==> src/rtl/fwd_hazard_scoreboard.sv <==
`default_nettype none
// ============================================================================
// Module   : fwd_hazard_scoreboard
// Brief    : EX-stage forwarding selects, ID-stage hazard stall, a countdown
//            scoreboard for one in-flight multicycle (mul/div) op, and a
//            saturating count of stalled cycles.
// Revision : 1.0 - initial release
// ============================================================================
module fwd_hazard_scoreboard #(
    parameter int NUM_SRC = 2,
    parameter int ADDR_W  = 5,
    parameter int MC_LAT  = 4,
    parameter int CNT_W   = 16
) (
    input  logic                        clk_i,
    input  logic                        rst_i,
    input  logic                        id_valid_i,
    input  logic [NUM_SRC*ADDR_W-1:0]   id_src_i,
    input  logic [NUM_SRC-1:0]          id_src_used_i,
    input  logic [ADDR_W-1:0]           id_dst_i,
    input  logic                        id_regwrite_i,
    input  logic                        id_is_mc_i,
    input  logic [NUM_SRC*ADDR_W-1:0]   ex_src_i,
    input  logic [ADDR_W-1:0]           ex_dst_i,
    input  logic                        ex_memread_i,
    input  logic [ADDR_W-1:0]           mem_dst_i,
    input  logic                        mem_regwrite_i,
    input  logic [ADDR_W-1:0]           wb_dst_i,
    input  logic                        wb_regwrite_i,
    output logic [2*NUM_SRC-1:0]        fwd_sel_o,
    output logic                        stall_o,
    output logic                        mc_busy_o,
    output logic                        mc_done_o,
    output logic [ADDR_W-1:0]           mc_dst_o,
    output logic [CNT_W-1:0]            stall_cnt_o
);

    // Countdown width: must hold MC_LAT-2, at least one bit.
    localparam int c_MC_CNT_W = (MC_LAT > 2) ? $clog2(MC_LAT - 1) : 1;
    localparam logic [c_MC_CNT_W-1:0] c_MC_LOAD = c_MC_CNT_W'(MC_LAT - 2);

    localparam logic [1:0] c_IDLE = 2'd0;
    localparam logic [1:0] c_BUSY = 2'd1;
    localparam logic [1:0] c_DONE = 2'd2;

    logic [1:0]            r_state;
    logic [1:0]            w_state_nxt;
    logic [c_MC_CNT_W-1:0] r_cnt;
    logic [c_MC_CNT_W-1:0] w_cnt_nxt;
    logic [ADDR_W-1:0]     r_mc_dst;
    logic [ADDR_W-1:0]     w_mc_dst_nxt;
    logic [CNT_W-1:0]      r_stall_cnt;

    logic w_lu_hit;
    logic w_raw_hit;
    logic w_waw_hit;
    logic w_struct_hit;
    logic w_stall;
    logic w_issue;

    // Per-port forwarding select; MC result outranks MEM, which outranks WB.
    for (genvar k = 0; k < NUM_SRC; k++) begin : g_fwd
        logic [ADDR_W-1:0] w_src;
        assign w_src = ex_src_i[k*ADDR_W +: ADDR_W];
        assign fwd_sel_o[2*k +: 2] =
            (w_src == '0)                              ? 2'b00 :
            ((r_state == c_DONE) && (r_mc_dst == w_src)) ? 2'b11 :
            (mem_regwrite_i && (mem_dst_i == w_src))    ? 2'b10 :
            (wb_regwrite_i && (wb_dst_i == w_src))      ? 2'b01 :
                                                          2'b00;
    end

    // Scan the used ID sources against the load in EX and the pending MC dest.
    always_comb begin
        w_lu_hit  = 1'b0;
        w_raw_hit = 1'b0;
        for (int k = 0; k < NUM_SRC; k++) begin
            if (id_src_used_i[k] && (id_src_i[k*ADDR_W +: ADDR_W] != '0)) begin
                if (id_src_i[k*ADDR_W +: ADDR_W] == ex_dst_i) begin
                    w_lu_hit = 1'b1;
                end
                if (id_src_i[k*ADDR_W +: ADDR_W] == r_mc_dst) begin
                    w_raw_hit = 1'b1;
                end
            end
        end
    end

    // Hazard terms; RAW releases once the countdown reaches zero so the
    // consumer lands in EX exactly when the MC result is forwardable.
    assign w_waw_hit    = id_regwrite_i && (id_dst_i != '0) && (id_dst_i == r_mc_dst);
    assign w_struct_hit = id_is_mc_i;
    assign w_stall      = id_valid_i &&
                          ((ex_memread_i && w_lu_hit) ||
                           ((r_state == c_BUSY) &&
                            (((r_cnt != '0) && w_raw_hit) || w_waw_hit || w_struct_hit)));
    assign w_issue      = id_valid_i && id_is_mc_i && !w_stall;

    // Scoreboard next-state: count down in BUSY, one-cycle DONE, allow re-issue from DONE.
    always_comb begin
        w_state_nxt  = r_state;
        w_cnt_nxt    = r_cnt;
        w_mc_dst_nxt = r_mc_dst;
        case (r_state)
            c_BUSY: begin
                if (r_cnt == '0) begin
                    w_state_nxt = c_DONE;
                end else begin
                    w_cnt_nxt = r_cnt - c_MC_CNT_W'(1);
                end
            end
            default: begin
                if (w_issue) begin
                    w_state_nxt  = c_BUSY;
                    w_cnt_nxt    = c_MC_LOAD;
                    w_mc_dst_nxt = id_regwrite_i ? id_dst_i : '0;
                end else begin
                    w_state_nxt = c_IDLE;
                end
            end
        endcase
    end

    // Scoreboard state registers.
    always_ff @(posedge clk_i or negedge rst_i) begin
        if (!rst_i) begin
            r_state  <= c_IDLE;
            r_cnt    <= '0;
            r_mc_dst <= '0;
        end else begin
            r_state  <= w_state_nxt;
            r_cnt    <= w_cnt_nxt;
            r_mc_dst <= w_mc_dst_nxt;
        end
    end

    // Saturating count of stalled cycles.
    always_ff @(posedge clk_i or negedge rst_i) begin
        if (!rst_i) begin
            r_stall_cnt <= '0;
        end else if (w_stall && (r_stall_cnt != '1)) begin
            r_stall_cnt <= r_stall_cnt + CNT_W'(1);
        end
    end

    assign stall_o     = w_stall;
    assign mc_busy_o   = (r_state == c_BUSY);
    assign mc_done_o   = (r_state == c_DONE);
    assign mc_dst_o    = ((r_state == c_BUSY) || (r_state == c_DONE)) ? r_mc_dst : '0;
    assign stall_cnt_o = r_stall_cnt;

endmodule
`default_nettype wire

==> config.mk <==
export PLATFORM = sky130hd
export DESIGN_NAME = fwd_hazard_scoreboard
export DESIGN_NICKNAME = d
export VERILOG_FILES = /design/src/rtl/fwd_hazard_scoreboard.sv
export SDC_FILE = /design/constraint.sdc
export NUM_CORES = 1
export LEC_CHECK = 0
export BUFFER_PORTS_ARGS = -buffer_cell sky130_fd_sc_hd__buf_4
export CORE_UTILIZATION = 50
export DETAILED_ROUTE_END_ITERATION = 6
export GPL_TIMING_DRIVEN = 1
export PLACE_DENSITY = 0.84
export SLEW_MARGIN = 0
export SYNTH_ARGS = -nofsm -noshare
export SYNTH_HDL_FRONTEND = slang
export SYNTH_SLANG_ARGS = --single-unit
==> constraint.sdc <==
create_clock -name clk_i -period 2.9 [get_ports clk_i]
set_input_delay 0.435 -clock clk_i [delete_from_list [all_inputs] [get_ports clk_i]]
set_output_delay 0.435 -clock clk_i [all_outputs]
set_load 0.005 [all_outputs]
# Word level (Yosys, flattened, before mapping)
# Index checks and enable logic that the tools add are counted.
[op_classes]
reduce_logical = 32
mux = 24
eq_ne = 16
bitwise = 1
addsub = 2
[op_table]
columns = ["cell", "n"]
rows = [
  ["5-bit equality test", 11],
  ["2-bit two-way mux", 11],
  ["1-bit logical AND", 17],
  ["16-bit by 1-bit adder with 16-bit output, second input constant", 1],
  ["16-bit inequality test, second input constant", 1],
  ["5-bit nonzero test", 3],
  ["1-bit two-way mux", 11],
  ["5-bit zero test", 2],
  ["5-bit two-way mux", 2],
  ["1-bit logical OR", 4],
  ["2-bit AND reduction", 2],
  ["2-bit nonzero test", 2],
  ["2-bit by 1-bit equality test with 1-bit output, second input constant", 1],
  ["2-bit equality test, second input constant", 1],
  ["2-bit zero test", 1],
  ["2-bit by 1-bit inequality test with 1-bit output, second input constant", 1],
  ["2-bit inequality test, second input constant", 1],
  ["2-bit by 1-bit subtractor with 2-bit output, second input constant", 1],
  ["1-bit zero test", 1],
  ["1-bit inverter", 1],
]
[word_totals]
word_cells = 79
output_inout_bits = 28
reg_bits = 25
in_bits = 50

# Logic depth before layout (Yosys ltp)
# Gate-level depths: netlist (run 1).
[logic_depth]
ltp_word = 15
depth_mapped = 9
depth_no_buf = 8

# Worst setup path after synthesis (run 1)
# No wires, ideal clock.
[synth_timing]
path_type = "input-to-output"
start = "in id_src_i[1]"
end = "out stall_o"
path_stages = 6
required_ps = 2465
arrival_ps = 1713
setup_slack_ps = 752
n_path_buf = 0
cell_sequence = "or4_1 > o21ai_2 > nor3_2 > nor3_2 > nand2_1 > and2_1"
[synth_via]
elab_chain_len = 11
elab_cells_between_ends = 19
classes_between = "2 x eq/ne; 8 x mux; 9 x reduce/logical"
[synth_rtl]
columns = ["item", "line", "text"]
rows = [
  ["start: declaration", "18", "input logic [NUM_SRC*ADDR_W-1:0] id_src_i,"],
  ["5-bit equality test / 5-bit nonzero test (equally long branches)", "82, 78", ""],
  ["1-bit two-way mux / 1-bit logical AND (equally long branches)", "82, 78", ""],
  ["1-bit two-way mux", "78", "if (id_src_used_i[k] && (id_src_i[k*ADDR_W +: ADDR_W] != '0)) begin"],
  ["1-bit two-way mux", "82", "if (id_src_i[k*ADDR_W +: ADDR_W] == r_mc_dst) begin"],
  ["1-bit two-way mux", "78", ""],
  ["1-bit logical AND", "96", "(((r_cnt != '0) && w_raw_hit) || w_waw_hit || w_struct_hit)));"],
  ["1-bit logical OR (2 in series)", "96", ""],
  ["1-bit logical AND", "95", "((r_state == c_BUSY) &&"],
  ["1-bit logical OR *", "94", "((ex_memread_i && w_lu_hit) ||"],
  ["1-bit logical AND *", "93", "assign w_stall = id_valid_i &&"],
  ["end: declaration", "31", "output logic stall_o,"],
]
# Mark *: on every way between the ends. The rest lies on a longest branch, timed or not.

# Worst setup path in the final report (run 1)
[layout_timing]
start = "reg r_state[1]"
end = "out stall_o"
[layout_via]
elab_chain_len = 4
[layout_rtl]
columns = ["item", "line", "text"]
rows = [
  ["start: declaration", "46", "logic [1:0] r_state;"],
  ["start signal: assignment", "127", "r_state <= c_IDLE;"],
  ["start signal: assignment", "131", "r_state <= w_state_nxt;"],
  ["2-bit by 1-bit equality test with 1-bit output", "95", ""],
  ["1-bit logical AND", "95", ""],
  ["1-bit logical OR", "94", ""],
  ["1-bit logical AND", "93", ""],
]
# Every way passes these cells.

==> results_dict.tcl, run 1 <==
set metrics [dict create \
    outcome "finished, final reports clean" \
    place_ws_ns 0.421 \
    start_kind "flop" \
    grt_pass1_wl_um 8250 \
    io_pins 78 \
    die_area_um2 4300 \
    dp.cells 343 \
    setup_viol 0 \
    power_mw 1.09 \
    synth_fp_nets 278 \
    gr-total-overflow 0 \
    syn_avg_cell_area_um2 9.03 \
    criticalPathCategory "reg2out" \
    rrSetupSlack_ns 0.53 \
    drv_cap 0 \
    ys_seq_area_frac 0.309 \
    max_freq_mhz 381 \
    arrival_ns 2.19 \
    gp_congestion 0.845 \
    n_fill_cell 306 \
    insertion_delay_ns 0.27 \
    cts_htree_levels 1 \
    wl_um 4890 \
    wl_per_cell_um 14.1 \
    final_area_um2 2670 \
    grt_max_degree 26 \
    leakagePower_nw 1.24 \
    syn_to_final_growth_pct 32.0 \
    place_area_um2 2630 \
    dieWidth_um 65.6 \
    yosys_most_used_dff "dfrtp_1" \
    ys_warn_count 0 \
    synth_area_um2 2020 \
    yosys_register_bits 25 \
    rsz0062_at_grt "false" \
    hold_violations 0 \
    layout_setup_ws_ns 0.275 \
    root_buffer "clkbuf_8" \
    hold_path_class "in2async" \
    drcViolationCount 0 \
    fin_util 0.708 \
    vias 1854 \
    fp-row-count 22 \
    synth_edf_count 0 \
    grt_pass1_vias 1850 \
    synth_most_common_cell "xnor2_1" \
    syn_inst 224 \
    ys_top_cells_by_count "xnor2_1, xor2_1, dfrtp_1, nand3_1, nor2_1" \
    holdBufCountCts 0 \
    fin_worst_skew_ns 0.00152 \
    synth_cell_types 35 \
    synth_top_area_frac 0.309 \
    r2r_end "stall_cnt_o[1]" \
    io_buffers 77 \
    period_needed_ns 2.63 \
    cts_buffers 3 \
    die_y_um 65.6 \
    cts_resized 0 \
    cts.sinks 25 \
    slew_viol_final 0 \
    clk_pin_slew_ns 0.08 \
    worst_setup_path_end_kind "output port" \
    post-cts-setup-buffers 0 \
    final_net_count 354 \
    fin_cells 347 \
    worstMarginPinSlew_ns 0.516 \
    cts_max_path_buffers 2 \
    start_util 0.536 \
    place_hpwl_um 3990 \
    synth_area_leader_cell "dfrtp_1" \
    power_density_nw_per_um2 408 \
    fin_setup_tns_ns 0 \
    post-route-period-util 0.905 \
    synth-async-reset-ratio 1.00 \
    antenna_cells 0 \
    peakVddDrop_v 0.000482 \
    critPathMaxFanout 6 \
    rr_worst_depth 8 \
    whs_ns 0.0498 \
    firstDrtPassIters 4 \
    layout-drive-gt1-share 0.318 \
    core-area_um2 3770 \
    grt_usage 0.243 \
    avgViaCountPerCell 5.34 \
    worstPathRequired_ns 2.47 \
    slew_headroom 0.653 \
    cts_tree "yes" \
    drt_iter0_markers 76 \
    ys_top_cells_by_area "dfrtp_1, xnor2_1, xor2_1" \
    antenna_left 0 \
    regToRegStartpoint "r_state[1]" \
    antenna_found_initial 0 \
]
[layout by cell type, fill, tap and decap left out, types with 3 or more instances in the layout]
master / n
inv_1: 10
nor2_1: 14
ha_1: 4
clkbuf_8: 3
o21ai_0: 6
nand4_1: 6
a21oi_1: 3
mux2_1: 3
and3_1: 9
nand2_1: 13
nand3_1: 15
xor2_1: 30
nor2b_1: 3
nor4_1: 8
xnor2_1: 35
dfrtp_1: 25
nor3_1: 3
nand3_2: 5
or4_1: 5
buf_4: 79
[metal layers]
metal,GRT usage,share of wire,vias up
met4,0.0815,0.014,0
met2,0.409,0.46,58
met1,0.327,0.47,870
met3,0.0191,0.052,8
met5,0,0,-
li1,-,-,918
[worst max-delay path by stage]
stage                     start  endpoint  slack, ns  cells past startpoint
CTS                  r_state[1]   stall_o       0.26                      8
finish               r_state[1]   stall_o       0.27                      8
global placement    id_src_i[1]   stall_o       0.44                      8
detailed placement  id_src_i[1]   stall_o       0.42                      8
floorplan           id_src_i[1]   stall_o       0.75                      6
global route         r_state[1]   stall_o       0.07                      8
[logic make-up (layout without fill, tap and decap cells)]
kind of cell,count (synthesis),count (layout),share of synthesized area
compound gates,20,20,0.0649
xor+xnor,65,65,0.281
fa+ha+maj,4,4,0.0247
flops,25,25,0.309
mux,5,5,0.0278
buf+inv,18,93,0.0439
simple gates,87,87,0.248
[registers in the layout (all words and copies together) (netlist names)]
signal / cells
stall_cnt_o: 16
r_mc_dst: 5
r_cnt: 2
r_state: 2
[power breakdown]
| group | switching (mW) | internal, mW | leakage (nW) | total, mW |
|---|---|---|---|---|
| Clock | 0.106 | 0.0983 | 0.0228 | 0.204 |
| Sequential | 0.0750 | 0.403 | 0.333 | 0.478 |
| Combinational | 0.182 | 0.226 | 0.881 | 0.409 |
[critical path, cell delays in order, from the launching register on]
cell	delay [ns]
dfrtp_1	0.41
inv_1	0.07
ha_1	0.32
o211ai_1	0.14
o41ai_1	0.49
nor3_2	0.09
nand2_1	0.16
and2_1	0.14
buf_4	0.10
[cell type report]
cell class | instances | area, um2 | area share
multi-input cells | 181 | 1310 | 0.490
flip-flops and latches | 25 | 626 | 0.234
repair buffers | 79 | 593 | 0.222
well taps | 48 | 60.1 | 0.0225
clock buffers | 4 | 45.0 | 0.0169
inverters | 10 | 37.5 | 0.0141
No activity file was read; power rests on OpenSTA's default activity.
==> run 2: changes to the inputs <==
- ABC_AREA: not set -> 1
- PLACE_DENSITY: 0.84 -> 0.81
==> results_dict.tcl, run 2 <==
set metrics [dict create \
    setup_viol 0 \
    fin_util 0.674 \
    start_util 0.534 \
    max_freq_mhz 434 \
    io_pins 78 \
    root_buffer "clkbuf_8" \
    cts_resized 0 \
    rrSetupSlack_ns 0.99 \
    synth-async-reset-ratio 1.00 \
    regArea_um2 626 \
    syn_inst 359 \
    worstPathRequired_ns 2.47 \
    post-route-period-util 0.795 \
    outcome "finished with violations" \
    synth_cell_types 32 \
    syn_avg_cell_area_um2 6.61 \
    grt_max_degree 26 \
    cts_tree "yes" \
    layout-drive-gt1-share 0.214 \
    largest_reg_flops 16 \
    place_ws_ns 0.864 \
    clk_pin_slew_ns 0.09 \
    layout_setup_ws_ns 0.594 \
    regToRegStartpoint "stall_cnt_o[0]" \
    synth_top_area_frac 0.263 \
    violations "design-rule violations" \
    peakVddDrop_v 0.000362 \
    antenna_left 0 \
    drcViolationCount 20 \
    rr_worst_depth 7 \
    antenna_found_initial 0 \
    startpoint "r_state[1]" \
    gr-total-overflow 0 \
    yosys_register_bits 25 \
    syn_to_final_growth_pct 26.1 \
    drv_cap 0 \
    core-area_um2 4440 \
    cts_htree_levels 1 \
    place_hpwl_um 5140 \
    ys_warn_count 0 \
    synth_most_common_cell "nand2_1" \
    hold_violations 0 \
    ys_seq_area_frac 0.263 \
    gp_congestion 0.943 \
    post-cts-setup-buffers 0 \
    fp-row-count 24 \
    critPathMaxFanout 19 \
    dp.cells 478 \
    slew_viol_final 0 \
    worst_setup_path_end_kind "output port" \
    avgViaCountPerCell 5.34 \
    vias 2572 \
    ys_top_cells_by_area "dfrtp_1, nand2_1, xor2_1" \
    io_buffers 77 \
    criticalPathCategory "reg2out" \
    synth_edf_count 0 \
    synth_area_leader_cell "dfrtp_1" \
    yosys_most_used_dff "dfrtp_1" \
    whs_ns 0.0422 \
    firstDrtPassIters 6 \
    worstMarginPinSlew_ns 0.430 \
    power_density_nw_per_um2 387 \
    r2r_end "stall_cnt_o[6]" \
    antenna_cells 0 \
    place_area_um2 2950 \
    start_kind "flop" \
    cts_max_path_buffers 2 \
    wl_per_cell_um 13.5 \
    period_needed_ns 2.31 \
    dieWidth_um 70.9 \
    final_net_count 485 \
    fin_worst_skew_ns 0.00676 \
    layout_commonest_cell "nand2_1" \
    leakagePower_nw 1.60 \
    drt_iter0_markers 156 \
    arrival_ns 1.87 \
    final_area_um2 3000 \
    power_mw 1.16 \
    die_y_um 70.9 \
    fin_cells 482 \
    grt_usage 0.269 \
    fin_setup_tns_ns 0 \
    final_cell_mix "nand2_1, buf_4, inv_1" \
    cts_buffers 3 \
    synth_fp_nets 413 \
    slew_headroom 0.711 \
    hold_path_class "in2async" \
    grt_pass1_vias 2451 \
    cts.sinks 25 \
    ys_top_cells_by_count "nand2_1, inv_1, nor2_1, dfrtp_1, xor2_1" \
    rsz0062_at_grt "false" \
    grt_pass1_wl_um 10900 \
    wl_um 6490 \
    insertion_delay_ns 0.28 \
    multi_input_area_um2 1490 \
    n_fill_cell 406 \
    holdBufCountCts 0 \
    die_area_um2 5030 \
    synth_area_um2 2370 \
]
-- run 2: worst max path at each step --
stage	end	slack, ns	cells after the start
5_1_grt	stall_o	0.43	11
3_5_place_dp	stall_o	0.86	12
4_1_cts	stall_o	0.58	11
6_report	stall_o	0.59	9
2_1_floorplan	stall_o	1.11	9
3_3_place_gp	stall_o	0.88	12
-- run 2: area by class of cell --
| class | instances | share of cell area |
|---|---|---|
| Multi-Input combinational cell | 275 | 0.499 |
| Sequential cell | 25 | 0.209 |
| Timing Repair Buffer | 77 | 0.193 |
| Inverter | 49 | 0.0614 |
| Tap cell | 52 | 0.0217 |
| Clock buffer | 3 | 0.0138 |
| Clock inverter | 1 | 0.00251 |
-- run 2: cell families after synthesis --
logic type      after synthesis  synth area share
compound gates               36            0.0890
xor+xnor                     39             0.144
fa+ha+maj                     4            0.0211
buf+inv                      59             0.107
flops                        25             0.263
simple gates                196             0.375
-- run 2: critical path, cell delays in order (launching register included) --
cell	delay, ns
dfrtp_1	0.42
inv_1	0.07
ha_1	0.24
inv_1	0.08
nor2_1	0.24
nand2_2	0.12
nand3_4	0.19
nand2_1	0.08
inv_1	0.06
buf_4	0.10
-- run 2: report_power, final --
part,internal [mW],leakage (nW),total [mW],switching [mW]
clock,0.0976,0.0217,0.214,0.117
sequential,0.400,0.334,0.479,0.0791
combinational,0.218,1.24,0.465,0.247
-- run 2: per-layer routing --
layer	track usage	part of all wire	up-vias
li1	-	-	1308
met1	0.354	0.45	1182
met2	0.470	0.48	75
met3	0.0285	0.062	7
met4	0.0778	0.011	0
met5	0	0	-
==> run 3: changes to the inputs <==
- CORE_UTILIZATION: 50 -> 47
- PLACE_DENSITY: 0.81 -> 0.8
- clock period: 2.9 -> 2.04 ns (I/O delays scaled with it)
==> results_dict.tcl, run 3 (synthesized netlist as in run 2, its figures left out) <==
set metrics [dict create \
    avgViaCountPerCell 5.21 \
    start_util 0.496 \
    worstMarginPinSlew_ns 0.453 \
    io_buffers 77 \
    critical-path-top-delay-family "simple AND/OR/NAND/NOR gates" \
    fin_cells 506 \
    arrival_ns 1.67 \
    crit_top_cell "nand2_1" \
    critPathMaxFanout 6 \
    core-area_um2 4790 \
    final_cell_mix "nand2_1, buf_4, inv_1" \
    io_pins 78 \
    grt_pass1_wl_um 10800 \
    clk_pin_slew_ns 0.09 \
    layout_setup_ws_ns 0.0611 \
    antenna_cells 0 \
    grt_max_degree 26 \
    slew_headroom 0.694 \
    wl_per_cell_um 13.2 \
    root_buffer "clkbuf_8" \
    antenna_found_initial 0 \
    antenna_left 0 \
    fin_worst_skew_ns 0.00539 \
    place_hpwl_um 5010 \
    peakVddDrop_v 0.000524 \
    wl_um 6680 \
    rsz0062_at_grt "true" \
    fin_util 0.648 \
    gp_congestion 0.857 \
    insertion_delay_ns 0.28 \
    grt_pass1_vias 2448 \
    cts_tree "yes" \
    vias 2636 \
    hold_violations 0 \
    die_area_um2 5340 \
    drcViolationCount 0 \
    leakagePower_nw 1.65 \
    fin_setup_tns_ns 0 \
    post-route-period-util 0.970 \
    gr-total-overflow 0 \
    setup_viol 0 \
    grt_usage 0.255 \
    cp.buffers_inverters 3 \
    syn_to_final_growth_pct 30.6 \
    start_kind "flop" \
    criticalPathCategory "reg2out" \
    worstPathRequired_ns 1.73 \
    cts_htree_levels 1 \
    cp_slowest_cell "dfrtp_2" \
    dieWidth_um 73.1 \
    cts_buffers 3 \
    drt_iter0_markers 105 \
    final_net_count 494 \
    die_y_um 73.1 \
    whs_ns 0.302 \
    drv_cap 0 \
    layout_commonest_cell "nand2_1" \
    cts_max_path_buffers 2 \
    power_density_nw_per_um2 543 \
    place_ws_ns 0.244 \
    path_cells "inv_2 -> nand2_1 -> nand2_1 -> nand3_1 -> nor2_1 -> nand2_1 -> nand2_1 -> nand2_2 -> nand3_4 -> nand2_2 -> inv_2 -> buf_6" \
    worst_setup_path_end_kind "output port" \
    n_fill_cell 452 \
    outcome "finished, final reports clean" \
    hold_path_class "in2reg" \
    fp-row-count 25 \
    cts.sinks 25 \
    layout-drive-gt1-share 0.248 \
    firstDrtPassIters 4 \
    slew_viol_final 0 \
    period_needed_ns 1.98 \
    largest_reg_flops 16 \
    max_freq_mhz 505 \
    dp.cells 495 \
    cpPeakStageDelay_ns 0.48 \
]
## run 3: changes by cell type in the layout (fill, tap and decap cells not counted), moves of 2 or more
cell	delta
buf_4	+6
dfrtp_1	-5
dfrtp_2	+5
inv_1	-2
## run 3: what timing repair did
action | CTS | global route
resized for setup | 5 | 6
hold buffers | 1 | 0
endpoints found under the hold margin | 25 | 0
setup endpoints to repair | 1 | 1
setup buffers | 1 | 4
cloned | 0 | 1
## run 3: report_power, final
group | switching [mW] | internal [mW]
logic | 0.362 | 0.334
clock network | 0.168 | 0.137
registers | 0.110 | 0.573
## run 3: path summary, 6_finish.rpt
kind                           startpoint             end  slack, ns  cells after the start
max reg2reg                stall_cnt_o[0]  stall_cnt_o[3]       0.21                      7
min reg2reg                      r_cnt[0]        r_cnt[0]       0.48                      1
min in group asynchronous           rst_i     r_mc_dst[3]       0.46                      2
max                           r_mc_dst[4]         stall_o       0.06                     12
max in group asynchronous           rst_i     r_mc_dst[1]       1.31                      2
min                           id_dst_i[3]     r_mc_dst[3]       0.30                      3
## run 3: worst reg2reg max path: stages (launching register included)
cell and delay (ns):
dfrtp_1 0.45, ha_1 0.25, nand3_1 0.15, nor2_2 0.20, nand4_4 0.28, nand3_4 0.30, nand2_1 0.08, nand2_1 0.07
## run 3: metal layers
layer | part of all wire | vias to the layer above | track usage
li1 | - | 1319 | -
met1 | 0.44 | 1192 | 0.341
met2 | 0.47 | 108 | 0.427
met3 | 0.067 | 17 | 0.0276
met4 | 0.021 | 0 | 0.0850
met5 | 0 | - | 0
## run 3: layout make-up
type / instances / area [um2] / area share
timing repair buffer: 85 / 644 / 0.208
inverter: 49 / 186 / 0.0601
tap: 67 / 83.8 / 0.0270
clock inverter: 1 / 5.00 / 0.00161
sequential: 25 / 632 / 0.204
multi-input combinational: 276 / 1510 / 0.486
clock buffer: 3 / 41.3 / 0.0133
## run 3: through the flow
stage | power (mW) | cell area (um2)
after detailed placement | 1.35 | 2980
after floorplan | 1.08 | 2370
after global routing | 1.80 | 3100
after CTS | 1.66 | 3050
final | 1.68 | 3100
after global placement | 1.32 | 2980
